**src/rtl/snake_step_sched.sv**
```systemverilog
// Game-step scheduler for the snake core: emits a one-cycle Step enable whose period
// shrinks with snake length, and arbitrates button pulses into a 2-deep heading queue.
module snake_step_sched #(
  parameter int CNT_W       = 27,
  parameter int BASE_PERIOD = 67108864,
  parameter int STEP_DEC    = 4194304,
  parameter int MIN_PERIOD  = 16777216
) (
  input  logic       Clk,
  input  logic       Reset_n,
  input  logic       Up,
  input  logic       Down,
  input  logic       Left,
  input  logic       Right,
  input  logic       Run,
  input  logic [3:0] Length,
  output logic       Step,
  output logic [1:0] Dir,
  output logic [1:0] QCount,
  output logic       Rejected
);

  typedef enum logic [1:0] {
    DIR_UP    = 2'b00,
    DIR_DOWN  = 2'b01,
    DIR_LEFT  = 2'b10,
    DIR_RIGHT = 2'b11
  } dir_e;

  localparam int PW = CNT_W + 4;
  localparam logic [PW-1:0] BASE_W = PW'(BASE_PERIOD);
  localparam logic [PW-1:0] MIN_W  = PW'(MIN_PERIOD);
  localparam logic [PW-1:0] STEP_W = PW'(STEP_DEC);

  function automatic logic is_vertical(input dir_e d);
    return (d == DIR_UP) || (d == DIR_DOWN);
  endfunction

  logic [CNT_W-1:0] cnt_q, cnt_d;
  logic [CNT_W-1:0] period_q, period_d;
  logic             run_q, run_d;
  logic             step_q, step_d;
  logic             rejected_q, rejected_d;
  dir_e             dir_q, dir_d;
  logic [1:0]       qcount_q, qcount_d;
  dir_e             q0_q, q0_d;   // head
  dir_e             q1_q, q1_d;   // second entry

  logic [PW-1:0]    prod;
  logic [CNT_W-1:0] p_new, p_eff;
  logic             start, step_edge, pop, push, reject;
  logic             win_valid, conflict, full_block;
  dir_e             win_dir, ref_dir;

  assign prod  = PW'(Length) * STEP_W;
  assign p_new = (prod > (BASE_W - MIN_W)) ? CNT_W'(MIN_W) : CNT_W'(BASE_W - prod);

  // NOTE: every signal driven here gets a default first, so no path leaves it unassigned
  // and no latch is inferred.
  always_comb begin
    win_valid = Up | Down | Left | Right;
    win_dir   = DIR_RIGHT;
    if (Up)        win_dir = DIR_UP;
    else if (Down) win_dir = DIR_DOWN;
    else if (Left) win_dir = DIR_LEFT;

    ref_dir = dir_q;
    if (qcount_q == 2'd2)      ref_dir = q1_q;
    else if (qcount_q == 2'd1) ref_dir = q0_q;

    // A period starts on the Run rising edge, so its length is taken live that cycle.
    start      = Run && !run_q;
    p_eff      = start ? p_new : period_q;
    step_edge  = Run && (cnt_q == p_eff - 1'b1);
    pop        = step_edge && (qcount_q != 2'd0);
    conflict   = is_vertical(win_dir) == is_vertical(ref_dir);
    full_block = (qcount_q == 2'd2) && !pop;
    push       = Run && win_valid && !conflict && !full_block;
    reject     = Run && win_valid && (conflict || full_block);
  end

  always_comb begin
    cnt_d      = cnt_q;
    period_d   = period_q;
    run_d      = Run;
    step_d     = 1'b0;
    rejected_d = 1'b0;
    dir_d      = dir_q;
    qcount_d   = qcount_q;
    q0_d       = q0_q;
    q1_d       = q1_q;

    if (!Run) begin
      cnt_d    = '0;
      qcount_d = 2'd0;
    end else begin
      if (start) period_d = p_new;
      if (step_edge) begin
        cnt_d    = '0;
        step_d   = 1'b1;
        period_d = p_new;
      end else begin
        cnt_d = cnt_q + 1'b1;
      end
      rejected_d = reject;

      if (pop) begin
        dir_d = q0_q;
        q0_d  = q1_q;
      end
      // Push lands at the tail slot left after any pop in the same cycle.
      if (push) begin
        if ((qcount_q - {1'b0, pop}) == 2'd0) q0_d = win_dir;
        else                                  q1_d = win_dir;
      end
      qcount_d = qcount_q + {1'b0, push} - {1'b0, pop};
    end
  end

  // NOTE: sequential state uses non-blocking assignments so every flop samples the
  // pre-edge values regardless of statement order.
  always_ff @(posedge Clk) begin
    if (!Reset_n) begin
      cnt_q      <= '0;
      period_q   <= CNT_W'(BASE_W);
      run_q      <= 1'b0;
      step_q     <= 1'b0;
      rejected_q <= 1'b0;
      dir_q      <= DIR_RIGHT;
      qcount_q   <= 2'd0;
    end else begin
      cnt_q      <= cnt_d;
      period_q   <= period_d;
      run_q      <= run_d;
      step_q     <= step_d;
      rejected_q <= rejected_d;
      dir_q      <= dir_d;
      qcount_q   <= qcount_d;
    end
  end

  // NOTE: queue storage is not reset; qcount_q gates every read, so stale entries are never used.
  always_ff @(posedge Clk) begin
    q0_q <= q0_d;
    q1_q <= q1_d;
  end

  assign Step     = step_q;
  assign Dir      = dir_q;
  assign QCount   = qcount_q;
  assign Rejected = rejected_q;

endmodule
```
**config.mk**
```make
export PLATFORM = sky130hd
export DESIGN_NAME = snake_step_sched
export DESIGN_NICKNAME = d
export VERILOG_FILES = /design/src/rtl/snake_step_sched.sv
export SDC_FILE = /design/constraint.sdc
export NUM_CORES = 1
export LEC_CHECK = 0
export CORE_AREA = 3 3 92 94
export DETAILED_ROUTE_END_ITERATION = 8
export DIE_AREA = 0 0 95 97
export GPL_ROUTABILITY_DRIVEN = 0
export PLACE_DENSITY = 0.78
export SLEW_MARGIN = 20
export SYNTH_ARGS = -nofsm -noshare
export SYNTH_HDL_FRONTEND = slang
export SYNTH_SLANG_ARGS = --single-unit
```
**constraint.sdc**
```tcl
create_clock -name Clk -period 6.1 [get_ports Clk]
set_input_delay 0.61 -clock Clk [delete_from_list [all_inputs] [get_ports Clk]]
set_output_delay 0.61 -clock Clk [all_outputs]
set_load 0.05 [all_outputs]
```
==> flow_metrics.tcl <==
set metrics [dict create \
    status "completed" \
    h-tree-depth 3 \
    slew_headroom_pct 38.4 \
    synth.most_common_cell "dfxtp_1" \
    hpwlAfterDp_um 6960 \
    post_cts_buffers 0 \
    cts_tree "yes" \
    postSynthAreaPerCell_um2 8.12 \
    worstHoldStart "Dir[0]" \
    crit_required_ns 6.39 \
    avgViaCountPerCell 6.26 \
    die-width_um 95 \
    finalClockSkew_ns 0.00771 \
    leakage_nw 1.74 \
    syn_inst 518 \
    yosysSeqAreaShare_pct 31.9 \
    fin_crit_ns 5.28 \
    synth-edff-count 4 \
    dr.pass1.iters 5 \
    slowest_delay_ns 0.77 \
    first_iter_violations 247 \
    ff2ff_path_depth 11 \
    start_kind "input port" \
    clock_latency_ns 0.35 \
    grt_pass1_vias 3532 \
    synth_area_leaders "dfxtp_1, xor2_1, xnor2_1" \
    crit_path_cell_trace "clkdlybuf4s50_1, nor2b_2, o21ai_0, or4_1, a31oi_1, xnor2_1, nand4bb_1, nor4b_4, nor2_1, buf_4, or3_1, a21boi_1" \
    synth_top_area_share_pct 29.0 \
    hp-class "flop to flop" \
    timing.final.crit_share_pct 86.6 \
    fill_cells 694 \
    diodes 0 \
    post-route-drc-count 0 \
    drv_slew 0 \
    clk_pin_slew_ns 0.07 \
    slowest_stage "clkdlybuf4s50_1" \
    yosysWarningCount 0 \
    areaGrowthSynthToFinish_pct 8.30 \
    chipHeight_um 97 \
    grt_overflow 0 \
    setup_viol 0 \
    syn_nets 533 \
    critPathArrivalTime_ns 5.57 \
    ios 17 \
    grt_use_total_pct 22.8 \
    maxCapViolCount 0 \
    tns_ns 0 \
    clkSinkCount 65 \
    clockRootBuffer "clkbuf_8" \
    yosysUniqueCellTypes 71 \
    worst-path-max-fanout 21 \
    finalHoldViolations 0 \
    multi_input_area_um2 2660 \
    regToRegStartpoint "period_q[0]" \
    clockBufferDepth 2 \
    timing.rr.end "period_q[24]" \
    synthTopCellsByCount "dfxtp_1, nor2_1, nand2_1" \
    worst_slack_ns 0.819 \
    syn_area_um2 4210 \
    yosys.area.top_type "dfxtp_1" \
    drive_gt1_share_pct 7.18 \
    nNetsFinal 525 \
    grt_max_degree 33 \
    ctsHoldBuffers 0 \
    ir_worst_vdd_mv 0.0997 \
    routedWlPerCell_um 16.4 \
    rows 32 \
    final_util_pct 59.0 \
    drt_wl_total_um 10100 \
    crit_path_end_kind "flop" \
    portBuffers 16 \
    rsz0062_at_grt "false" \
    seq_area_um2 1340 \
    post-place-ws_ns 0.553 \
    reg2reg_slack_ns 1.50 \
    post_cts_resized 0 \
    powerDensity_nw_per_um2 199 \
    cp-startpoint "Run" \
    critPathKind "input port to flop" \
    clock.fmax_mhz 189 \
    via_count 3861 \
    cts_buffers 9 \
    core-area_um2 7730 \
    synth-main-ff-cell "dfxtp_1" \
    initial_core_util_pct 54.5 \
    cp-endpoint "period_q[24]" \
    antenna_found_initial 0 \
    ant_nets 0 \
    die_area_um2 9220 \
    worst_slew_pin_slew_ns 0.919 \
    ys_async_sr_fraction_pct 0 \
    grt_pass1_wl_um 16800 \
    ys_seq_elements 65 \
]
==> metrics by stage <==
step	hold slack (ns)	total power, W	cells	cell area [um^2]
2_1_floorplan	0.434	0.000508	518	4210
3_3_place_gp	0.457	0.000533	601	4360
3_5_place_dp	0.470	0.000536	601	4360
4_1_cts	0.483	0.000910	617	4560
5_1_grt	0.507	0.000940	617	4560
6_report	0.477	0.000905	617	4560
==> state kept, by name, indices dropped and copies added (netlist names) <==
signal,flops
Dir,2
QCount,2
Rejected,1
Step,1
cnt_q,27
period_q,27
q0_q,2
q1_q,2
run_q,1
==> cells by family after synthesis <==
| group | synth area share (%) |
|---|---|
| AOI/OAI and AO/OA | 16.1 |
| xor gates and xnor gates | 10.7 |
| adders and majority gates | 1.19 |
| buffers and inverters | 5.00 |
| DFF | 31.9 |
| muxes | 2.68 |
| and+or+nand+nor | 32.4 |
==> worst min-delay path by stage <==
stage	end	cells after the start
global placement	Dir[0]	2
detailed placement	Dir[0]	2
CTS	period_q[24]	2
global route	period_q[24]	2
floorplan	period_q[24]	2
finish	Dir[0]	2
==> critical path, delay by kind of cell <==
| kind | cells | cell delay [ns] |
|---|---|---|
| AO/OA/AOI/OAI | 3 | 0.90 |
| buffers and inverters | 2 | 1.07 |
| XOR/XNOR | 1 | 0.20 |
| AND/OR/NAND/NOR | 6 | 2.79 |
==> layout make-up <==
class / count / share of cell area, %
Multi-Input combinational cell: 403 / 58.3
Sequential cell: 65 / 29.4
Timing Repair Buffer: 21 / 4.23
Clock buffer: 13 / 3.49
Tap cell: 102 / 2.80
Clock inverter: 3 / 0.879
Inverter: 10 / 0.824
==> placed cells by master (no fill, tap or decap), drive strengths merged, types with 7 or more instances in the layout <==
cell type / n
nand2: 34
nand3: 22
xor2: 26
nor4: 13
o21ai: 21
inv: 10
o21a: 7
dfxtp: 61
nor3: 18
or4: 16
nor2: 53
clkbuf: 13
mux2i: 9
or3: 9
clkdlybuf4s50: 15
xnor2: 23
a21oi: 9
and3: 31
==> metal layers <==
| layer | part of all wire (%) | global-route usage (%) |
|---|---|---|
| met2 | 47 | 35.7 |
| met4 | 2.2 | 10.5 |
| met3 | 6.9 | 4.67 |
| met1 | 44 | 29.9 |
| met5 | 0 | 0 |
==> power by group <==
part	internal [W]	leakage [nW]	switching [W]	total, W
sequential	0.000434	0.531	0.00000515	0.000439
clock	0.000210	0.103	0.000167	0.000378
combinational	0.0000336	1.11	0.0000549	0.0000885
(Power assumes the default switching activity.)
